### config.mk
export PLATFORM = sky130hd
export DESIGN_NAME = cbus_arbiter
export DESIGN_NICKNAME = d
export VERILOG_FILES = /design/src/rtl/cbus_arbiter.sv
export SDC_FILE = /design/constraint.sdc
export NUM_CORES = 1
export LEC_CHECK = 0
export BUFFER_PORTS_ARGS = -buffer_cell sky130_fd_sc_hd__clkbuf_2
export CORE_AREA = 2 2 199 201
export CTS_CLUSTER_SIZE = 24
export DETAILED_ROUTE_END_ITERATION = 10
export DIE_AREA = 0 0 201 203
export GPL_TIMING_DRIVEN = 0
export HOLD_SLACK_MARGIN = 0.12
export MAX_ROUTING_LAYER = met4
export PLACE_DENSITY_LB_ADDON = 0.12
export SLEW_MARGIN = 20
export SYNTH_ARGS = -nofsm -noshare
export SYNTH_HDL_FRONTEND = slang
export SYNTH_SLANG_ARGS = --single-unit
### constraint.sdc
create_clock -name clk -period 2.1 [get_ports clk]
set_input_delay 0.315 -clock clk [delete_from_list [all_inputs] [get_ports clk]]
set_output_delay 0.315 -clock clk [all_outputs]
set_load 0.02 [all_outputs]
### src/rtl/cbus_arbiter.sv
// Arbitrates the unified cbus between the fetch (ibus) and data (dbus) ports.
// Optional statistics counters are enabled by defining CBUS_ARB_STAT_EN.
module cbus_arbiter #(
    parameter int MAX_DSTREAK = 4
) (
    input  logic        clk,
    input  logic        reset,
    input  logic        ireq_valid,
    input  logic [63:0] ireq_addr,
    output logic        iresp_addr_ok,
    output logic        iresp_data_ok,
    output logic [31:0] iresp_data,
    input  logic        dreq_valid,
    input  logic [63:0] dreq_addr,
    input  logic [2:0]  dreq_size,
    input  logic [7:0]  dreq_strobe,
    input  logic [63:0] dreq_data,
    output logic        dresp_addr_ok,
    output logic        dresp_data_ok,
    output logic [63:0] dresp_data,
    output logic        creq_valid,
    output logic        creq_is_write,
    output logic [2:0]  creq_size,
    output logic [63:0] creq_addr,
    output logic [7:0]  creq_strobe,
    output logic [63:0] creq_data,
    input  logic        cresp_ready,
    input  logic        cresp_last,
    input  logic [63:0] cresp_data
`ifdef CBUS_ARB_STAT_EN
    ,
    output logic [31:0] stat_igrant,
    output logic [31:0] stat_dgrant,
    output logic [31:0] stat_iwait
`endif
);

    typedef enum logic {IDLE, BUSY} state_t;
    typedef enum logic [1:0] {OWN_NONE, OWN_I, OWN_D} owner_t;

    localparam logic [3:0] MAX_STREAK = 4'(MAX_DSTREAK);

    state_t      r_state;
    owner_t      r_owner;
    logic [3:0]  r_streak;
    logic [63:0] r_addr;
    logic [2:0]  r_size;
    logic [7:0]  r_strobe;
    logic [63:0] r_data;

    logic w_grant_i;
    logic w_grant_d;
    logic w_done;
    logic w_i_done;
    logic w_d_done;

    always_comb begin
        w_grant_i = 1'b0;
        w_grant_d = 1'b0;
        if (r_state == IDLE) begin
            // Fetch only beats data once data has won MAX_DSTREAK times in a row.
            w_grant_i = ireq_valid && (!dreq_valid || (r_streak >= MAX_STREAK));
            w_grant_d = dreq_valid && !w_grant_i;
        end
    end

    // A completion racing a reset is dropped, so no data_ok escapes.
    assign w_done   = (r_state == BUSY) && cresp_ready && cresp_last && !reset;
    assign w_i_done = w_done && (r_owner == OWN_I);
    assign w_d_done = w_done && (r_owner == OWN_D);

    always_ff @(posedge clk) begin
        if (reset) begin
            r_state  <= IDLE;
            r_owner  <= OWN_NONE;
            r_streak <= '0;
            r_addr   <= '0;
            r_size   <= '0;
            r_strobe <= '0;
            r_data   <= '0;
        end else begin
            case (r_state)
                IDLE: begin
                    if (w_grant_i) begin
                        r_state  <= BUSY;
                        r_owner  <= OWN_I;
                        r_addr   <= ireq_addr;
                        r_size   <= 3'b010;
                        r_strobe <= '0;
                        r_data   <= '0;
                        r_streak <= '0;
                    end else if (w_grant_d) begin
                        r_state  <= BUSY;
                        r_owner  <= OWN_D;
                        r_addr   <= dreq_addr;
                        r_size   <= dreq_size;
                        r_strobe <= dreq_strobe;
                        r_data   <= dreq_data;
                        if (!ireq_valid)
                            r_streak <= '0;
                        else if (r_streak != 4'hF)
                            r_streak <= r_streak + 4'd1;
                    end
                end
                BUSY: begin
                    if (w_done) begin
                        r_state <= IDLE;
                        r_owner <= OWN_NONE;
                    end
                end
                default: begin
                    r_state <= IDLE;
                    r_owner <= OWN_NONE;
                end
            endcase
        end
    end

    assign creq_valid    = (r_state == BUSY);
    assign creq_is_write = creq_valid && (r_strobe != 8'h00);
    assign creq_size     = r_size;
    assign creq_addr     = r_addr;
    assign creq_strobe   = r_strobe;
    assign creq_data     = r_data;

    assign iresp_addr_ok = w_i_done;
    assign iresp_data_ok = w_i_done;
    assign iresp_data    = !w_i_done ? 32'h0 :
                           (r_addr[2] ? cresp_data[63:32] : cresp_data[31:0]);

    assign dresp_addr_ok = w_d_done;
    assign dresp_data_ok = w_d_done;
    assign dresp_data    = w_d_done ? cresp_data : 64'h0;

`ifdef CBUS_ARB_STAT_EN
    logic [31:0] r_stat_igrant;
    logic [31:0] r_stat_dgrant;
    logic [31:0] r_stat_iwait;

    always_ff @(posedge clk) begin
        if (reset) begin
            r_stat_igrant <= '0;
            r_stat_dgrant <= '0;
            r_stat_iwait  <= '0;
        end else begin
            if (w_grant_i)
                r_stat_igrant <= r_stat_igrant + 32'd1;
            if (w_grant_d)
                r_stat_dgrant <= r_stat_dgrant + 32'd1;
            if (ireq_valid && !w_i_done)
                r_stat_iwait <= r_stat_iwait + 32'd1;
        end
    end

    assign stat_igrant = r_stat_igrant;
    assign stat_dgrant = r_stat_dgrant;
    assign stat_iwait  = r_stat_iwait;
`endif

endmodule

== After elaboration in Yosys (flattened, before gate mapping) ==
Index checks and enable logic that the tools add are counted.
W data, S select, Z words.

* Bits in registers: 146
* Bits of input ports: 273
* Output and inout bits: 241
* Word-level logic and storage cells: 58

* $add $sub $neg: 1
* Magnitude comparators: 1
* Equal/unequal tests: 6
* Multiplexer cells: 25
* Bitwise operators: 1
* Reductions and logical operators: 17

{| class="wikitable"
|+ Operator list
! operator !! number
|-
| $mux W64 || 5
|-
| $mux W32 || 2
|-
| $mux W4 || 4
|-
| $mux W8 || 2
|-
| $logic_and A1 B1 Y1 || 8
|-
| $reduce_bool A8 Y1 || 1
|-
| $mux W2 || 3
|-
| $mux W3 || 2
|-
| $mux W1 || 5
|-
| $add A4 B1 Y4 const B || 1
|-
| $ge A4 B3 Y1 const B || 1
|-
| $ne A4 B4 Y1 const B || 1
|-
| $pmux W2 S2 || 1
|-
| $reduce_and A2 Y1 || 2
|-
| $logic_not A1 Y1 || 3
|-
| $ne A3 B1 Y1 const B || 1
|-
| $ne A3 B3 Y1 const B || 1
|-
| $reduce_and A3 Y1 || 1
|-
| $eq A2 B1 Y1 const B || 1
|-
| $eq A2 B2 Y1 const B || 1
|-
| $ne A2 B1 Y1 const B || 1
|-
| $pmux W1 S2 || 1
|-
| $reduce_bool A2 Y1 || 1
|-
| $logic_or A1 B1 Y1 || 1
|-
| $not A1 Y1 || 1
|}

== Logic depth before layout (Yosys ltp) ==
Gate-level depths: netlist (run 1).

* Depth in word-level cells: 9
* Gate-level depth with buffers: 7
* Mapped depth without buffers: 3

== Least setup slack after synthesis (run 1) ==
No wires, ideal clock.

* Path type: register to output
* Start: reg r_state, in the netlist creq_valid
* End: out iresp_data[22]
* Arrival: 1646 ps
* Required time: 1785 ps
* Slack: 139 ps
* Stages on the path, launching flop included: 6
* Path buffers: 2
* Path through: dfxtp_1 > nand4b_4 > or3b_1 > buf_2 > buf_6 > nor2_1

* Word-level cells in the longest chain between the ends: 5

{| class="wikitable"
|+ Ends and longest elaborated chain
! element !! line !! source
|-
| from (decl) || 43 || <nowiki>state_t r_state;</nowiki>
|-
| from (signal assigned) || 74 || <nowiki>r_state <= IDLE;</nowiki>
|-
| from (signal assigned) || 85 || <nowiki>r_state <= BUSY;</nowiki>
|-
| from (signal assigned) || 93 || <nowiki>r_state <= BUSY;</nowiki>
|-
| $logic_and A1 B1 Y1 (3 in a row) || 68 || <nowiki>assign w_done = (r_state == BUSY) && cresp_ready && cresp_last && !reset;</nowiki>
|-
| $logic_and A1 B1 Y1 || 69 || <nowiki>assign w_i_done = w_done && (r_owner == OWN_I);</nowiki>
|-
| $mux W32 || 128 || <nowiki>assign iresp_data = !w_i_done ? 32'h0 :</nowiki>
|-
| to (decl) || 12 || <nowiki>output logic [31:0] iresp_data,</nowiki>
|}

Every way passes these cells.

== Worst setup path after layout (run 1) ==
* Start: reg r_state, in the netlist creq_valid
* End: out iresp_data[15]

The elaborated chain is that of the path after synthesis.

==> results of run 1 <==
==> stage by stage <==
step | power, W | cell area (um2) | hold WS (ns)
finish | 0.00779 | 12700 | 0.196
global route | 0.00816 | 12700 | 0.185
CTS | 0.00790 | 12500 | 0.162
detailed placement | 0.00465 | 9890 | 0.445
global placement | 0.00465 | 9890 | 0.443
floorplan | 0.00392 | 6680 | 0.440
==> sequential cells by signal, summed over array words and instances, names as in the netlist <==
| name | count |
|---|---|
| creq_addr | 64 |
| creq_data | 64 |
| creq_strobe | 8 |
| r_streak | 4 |
| creq_size | 3 |
| r_owner | 2 |
| creq_valid | 1 |
==> worst max path at each step <==
| stage | slack [ns] | start | to | cells past startpoint |
|---|---|---|---|---|
| CTS | -0.18 | creq_valid | iresp_data[21] | 6 |
| detailed placement | -0.34 | creq_valid | dresp_data[7] | 6 |
| finish | -0.11 | creq_valid | iresp_data[15] | 6 |
| global placement | -0.34 | creq_valid | dresp_data[9] | 6 |
| global route | -0.20 | creq_valid | iresp_data[29] | 6 |
| floorplan | 0.14 | creq_valid | iresp_data[22] | 5 |
==> metal layers <==
metal	up-vias	track usage, %
li1	3912	-
met1	3827	18.7
met2	324	31.4
met3	52	3.58
met4	0	8.60
met5	-	-
==> report_power, final <==
group / switching, W / internal, W
Combinational: 0.000983 / 0.000732
Clock: 0.00143 / 0.00158
Sequential: 0.000111 / 0.00296
==> logic make-up after synthesis <==
logic type / synth area share [%]
AOI/OAI and AO/OA: 31.5
adders and majority gates: 0.187
buffers and inverters: 9.72
DFF: 43.7
muxes: 4.79
and+or+nand+nor: 10.1
==> worst reg2reg max path: cells and delay by family, from the launching register on <==
kind,cells,cell delay (ns)
AOI/OAI and AO/OA,1,0.19
buffers and inverters,3,1.13
DFF,1,0.37
and+or+nand+nor,1,0.13
==> cell usage in the layout (no fill, tap or decap), types with 3 or more instances in the layout <==
master           n
clkinvlp_4       7
a211oi_1        64
mux2i_1         24
inv_6            4
buf_2           34
inv_8            3
nor2_1          11
dlygate4sd3_1   75
inv_1           66
nor2_2           7
clkbuf_1        27
nor2_4          19
buf_8           72
o32ai_1         64
clkbuf_8        14
buf_4           16
a22o_1          74
mux2i_2          5
and2_4          56
and2_1           9
dfxtp_1        145
mux2i_4          3
a21oi_1         65
buf_6           19
clkbuf_16       20
clkbuf_2       416
buf_1            5
==> final cells by class <==
cell class	instances	area [um2]	share of cell area (%)
flip-flops and latches	146	2930	23.0
clock inverters	14	121	0.954
clock buffers	18	439	3.45
repair buffers	600	4350	34.2
inverters	67	251	1.98
diodes	2	5.00	0.0394
plain buffers	84	498	3.92
multi-input cells	429	3480	27.3
well taps	518	648	5.10
==> timing repair <==
| action | 4_1_cts | 5_1_grt |
|---|---|---|
| hold buffers | 75 | 0 |
| pin swaps | 42 | 24 |
| cloned | 6 | 1 |
| endpoints found under the setup margin | 102 | 102 |
| gates resized for setup | 304 | 123 |
| buffers inserted | 7 | 1 |
| endpoints found under the hold margin | 75 | 0 |
==> reports/metrics.cfg, run 1 <==
[outcome]
status = complete, but fails checks
failed_checks = negative setup slack

[route]
detail_route.first_pass.iterations = 4
wirelength_um = 36500
wl_per_cell_um = 19.4
drt_first_iter_violations = 335
dr_wl_met3_um = 1860
vias_per_cell = 4.32
vias = 8115
drtAntennaViolNets = 0
wl_met1_um = 13900
topRoutingLayerUsed = met4
dr_wl_met2_um = 19300
route.detailed.drc = 0

[worst_hold_path]
hp-start = dreq_addr[48]
hp-class = input pin to flop
worstHoldEndpoint = creq_addr[48]
min_path_cells = 3

[synth]
ys_warn_count = 0
synth_commonest_cells = dfxtp_1, a22o_1, inv_1
synthArstFlopShare_pct = 0
ys_seq_elements = 146
yosysUniqueCellTypes = 36
synth_area_mm2 = 0.00668
synth_most_common_cell = dfxtp_1
synth_top_area_share_pct = 43.7
synth_flop_cell = dfxtp_1
synth_edf_count = 0
syn-num-nets = 1000
synthCells = 726
synthTopCellsByArea = dfxtp_1, a22o_1, o32ai_1
syn_area_per_cell_um2 = 9.20
synth_seq_area_share_pct = 43.7
synth.largest_area_cell = dfxtp_1

[global_route]
grt_max_degree = 17
grt_pass1_wl_um = 53000
antenna_found_initial = 2
grt_pass1_vias = 8387
grtUsageTotal_pct = 17.7
overflow = 0

[critical_path]
critPathMaxFanout = 10
critPathArrivalTime_ns = 1.89
cp-end-kind = output port
slowest_delay_ns = 0.38
critPathLaunchType = flop
critical-path-top-delay-family = simple AND/OR/NAND/NOR gates
worstPathCellList = nand4b_4 > or3b_1 > buf_6 > buf_12 > nor2_4 > buf_8
path_buf_inv = 3
r2r_setup_slack_ns = 0.14
reg2reg_depth = 5
r2r-start = creq_valid
criticalPathCategory = flop to output port
r2r_end = creq_addr[39]
required_ns = 1.78
cpMaxStageDelayCell = or3b_1

[clock_network]
htreeDepth = 4
cts_buffers = 17
clock_sinks = 146
clk_pin_slew_ns = 0.07
cts_max_path_buffers = 2
clk_latency_ns = 0.45
cts_tree = done
cts-root-buf = clkbuf_16

[floorplan]
start_util_pct = 17.4
die_h_um = 203
core_area_mm2 = 0.0385
placementRows = 72
ios = 514
dieWidth_um = 201
design.die.area_mm2 = 0.0408

[finish]
nets = 1619
layout.cells.non_filler = 1878
layout-drive-gt1-share_pct = 51.9
fillCellCount = 4035
fin_util_pct = 33.1
area_growth_pct = 90.3

[placement]
placed_cells = 1755
dpl_worst_slack_ns = -0.341
gp_congestion = 0.917
numPortBuffers = 511
dp_hpwl_um = 27800

[power_and_ir_drop]
p_per_area_mw_per_mm2 = 613
ir_worst_vdd_mv = 0.534
leakage_nw = 5.78

[timing]
hold_viol_final = 0
worst_pin_slew_ns = 0.634
grt_setup_unrepaired = true
min_period_ns = 2.21
fin_skew_ns = 0.0102
final.setup.tns_ns = -4.42
setup_slack_ns = -0.109
drv_slew = 0
max_freq_mhz = 453
max-slew-margin-rel_pct = 57.8
finalSetupViolations = 85
fin_crit_sh_pct = 105

[run]
max_cap_viol_count = 0

Power figures use the tool's default switching activity.
==> inputs of run 2 (changes only) <==
Settings changed: CORE_AREA 2 2 199 201 to 8 8 194 196, DIE_AREA 0 0 201 203 to 0 0 202 204.
==> run 2 against run 1 <==
Net effect:
- the run still ends with negative setup slack left
- clock-buffer cell count unchanged
- utilization increased by 2.0 points
- combinational power decreased by 2%
- maximum frequency increased by 0.37%
- critical path type unchanged
- largest cell class unchanged
- largest power group is now the clock network
==> reports/metrics.cfg, run 2 (synthesis gave the netlist of run 1 again) <==
[outcome]
status = complete, but fails checks  ; unchanged
failed_checks = negative setup slack  ; unchanged

[worst_hold_path]
worstHoldEndpoint = creq_valid  ; was creq_addr[48]
hp-start = reset  ; was dreq_addr[48]
hp-class = input pin to flop  ; unchanged
min_path_cells = 2  ; was 3

[timing]
min_period_ns = 2.20  ; was 2.21 ns
max_freq_mhz = 454  ; was 453 MHz
fin_crit_sh_pct = 105  ; about the same
drv_slew = 0  ; unchanged
worst_pin_slew_ns = 0.633  ; was 0.634 ns
hold_viol_final = 0  ; unchanged
max-slew-margin-rel_pct = 57.8  ; about the same
grt_setup_unrepaired = true  ; unchanged
final.setup.tns_ns = -2.75  ; was -4.42 ns
fin_skew_ns = 0.0102  ; about the same
setup_slack_ns = -0.101  ; was -0.109 ns
finalSetupViolations = 43  ; was 85

[route]
vias = 8139  ; was 8115
detail_route.first_pass.iterations = 4  ; unchanged
vias_per_cell = 4.47  ; was 4.32
wl_per_cell_um = 20.5  ; was 19.4 um
drtAntennaViolNets = 0  ; unchanged
dr_wl_met2_um = 19500  ; was 19300 um
route.detailed.drc = 0  ; unchanged
dr_wl_met3_um = 2050  ; was 1860 um
drt_first_iter_violations = 305  ; was 335
wl_met1_um = 14700  ; was 13900 um
wirelength_um = 37200  ; was 36500 um
topRoutingLayerUsed = met4  ; unchanged

[critical_path]
critPathArrivalTime_ns = 1.89  ; about the same
critPathMaxFanout = 10  ; unchanged
reg2reg_depth = 6  ; was 5
criticalPathCategory = flop to output port  ; unchanged
required_ns = 1.78  ; about the same
r2r_setup_slack_ns = 0.17  ; was 0.14 ns
critPathLaunchType = flop  ; unchanged
r2r_end = creq_addr[37]  ; was creq_addr[39]
startpoint = creq_valid  ; unchanged
r2r-start = creq_valid  ; unchanged
cp-end-kind = output port  ; unchanged

[power_and_ir_drop]
leakage_nw = 5.67  ; was 5.78 nW
power_w = 0.00792  ; was 0.00779 W
p_per_area_mw_per_mm2 = 649  ; was 613 mW/mm2
ir_worst_vdd_mv = 0.441  ; was 0.534 mV

[clock_network]
cts_buffers = 17  ; unchanged
cts-root-buf = clkbuf_16  ; unchanged
htreeDepth = 4  ; unchanged
cts_tree = done  ; unchanged
cts_max_path_buffers = 2  ; unchanged
clk_latency_ns = 0.43  ; was 0.45 ns
clock_sinks = 146  ; unchanged
clk_pin_slew_ns = 0.07  ; about the same

[global_route]
overflow = 0  ; unchanged
grt_pass1_vias = 8815  ; was 8387
grt_pass1_wl_um = 54700  ; was 53000 um
grtUsageTotal_pct = 17.4  ; was 17.7%
antenna_found_initial = 3  ; was 2
grt_max_degree = 17  ; unchanged

[run]
max_cap_viol_count = 0  ; unchanged

[finish]
layout_commonest_cell = clkbuf_2  ; unchanged
mostFrequentLayoutCells = clkbuf_2, dfxtp_1, dlygate4sd3_1, a22o_1, inv_1  ; was clkbuf_2, dfxtp_1, dlygate4sd3_1, a22o_1, buf_8
stdcell_area_mm2 = 0.0122  ; was 0.0127 mm2
layout-drive-gt1-share_pct = 50.0  ; was 51.9%
layout.cells.non_filler = 1819  ; was 1878
area_growth_pct = 82.8  ; was 90.3%
nets = 1616  ; was 1619

[placement]
numPortBuffers = 511  ; unchanged
dp_hpwl_um = 29400  ; was 27800 um
dpl_worst_slack_ns = -0.251  ; was -0.341 ns
gp_congestion = 0.855  ; was 0.917
placed_cells = 1698  ; was 1755
placed_area_mm2 = 0.00982  ; was 0.00989 mm2

[floorplan]
start_util_pct = 19.2  ; was 17.4%
core_area_mm2 = 0.0348  ; was 0.0385 mm2
die_h_um = 204  ; was 203 um
design.die.area_mm2 = 0.0412  ; was 0.0408 mm2
placementRows = 69  ; was 72
dieWidth_um = 202  ; was 201 um
ios = 514  ; unchanged

## run 2: cell types whose count changed in the layout (fill, tap and decap cells not counted), sizes merged
cell      delta
clkbuf      +20
bufinv       +2
buf         -24
bufbuf       +1
inv          +1
clkinvlp     -4
diode        +1
clkinv       +1
## run 2: worst max path at each step
stage,depth (start not counted),slack (ns),endpoint
after global placement,6,-0.27,dresp_data[9]
after detailed placement,6,-0.25,dresp_data[29]
after floorplan,5,0.14,iresp_data[22]
after CTS,6,-0.14,iresp_data[9]
after global routing,6,-0.19,iresp_data[11]
final,7,-0.10,iresp_data_ok
## run 2: cell type report
| type | instances | area [um2] |
|---|---|---|
| Timing Repair Buffer | 599 | 4080 |
| Multi-Input combinational cell | 429 | 3320 |
| Inverter | 67 | 251 |
| Clock inverter | 14 | 166 |
| Fill cell | 3646 | 22600 |
| Antenna cell | 3 | 7.51 |
| Sequential cell | 146 | 2930 |
| Tap cell | 461 | 577 |
| Clock buffer | 18 | 429 |
| Buffer | 82 | 455 |
## run 2: critical path: stages (launching register included)
cell	delay, ns
dfxtp_4	0.36
nand4b_4	0.12
or3b_1	0.38
buf_6	0.15
buf_8	0.15
inv_2	0.06
buf_4	0.10
clkbuf_8	0.13
## run 2: repair_timing
action                     in CTS  in global routing
hold buffers                   75                  0
gates cloned                    1                  2
setup endpoints to repair     145                110
hold endpoints to repair       75                  0
pin swaps                       4                 12
setup buffers                   6                  4
gates resized for setup       146                194
## run 2: report_power, final
| part | switching, W | internal [W] | total, W |
|---|---|---|---|
| combinational | 0.000960 | 0.000709 | 0.00167 |
| clock | 0.00139 | 0.00179 | 0.00318 |
| sequential | 0.000108 | 0.00296 | 0.00307 |
| total | 0.00245 | 0.00547 | 0.00792 |
## run 2: through the flow
step,hold slack (ns),util (%)
after CTS,0.186,33.8
after global routing,0.200,35.1
after floorplan,0.440,-
after detailed placement,0.448,28.2
final,0.208,35.1
after global placement,0.444,28.2
## run 2: routing by layer
metal / vias up / global-route usage [%]
met3: 41 / 4.17
met1: 3871 / 18.6
li1: 3911 / -
met5: - / -
met4: 0 / 6.05
met2: 316 / 31.3
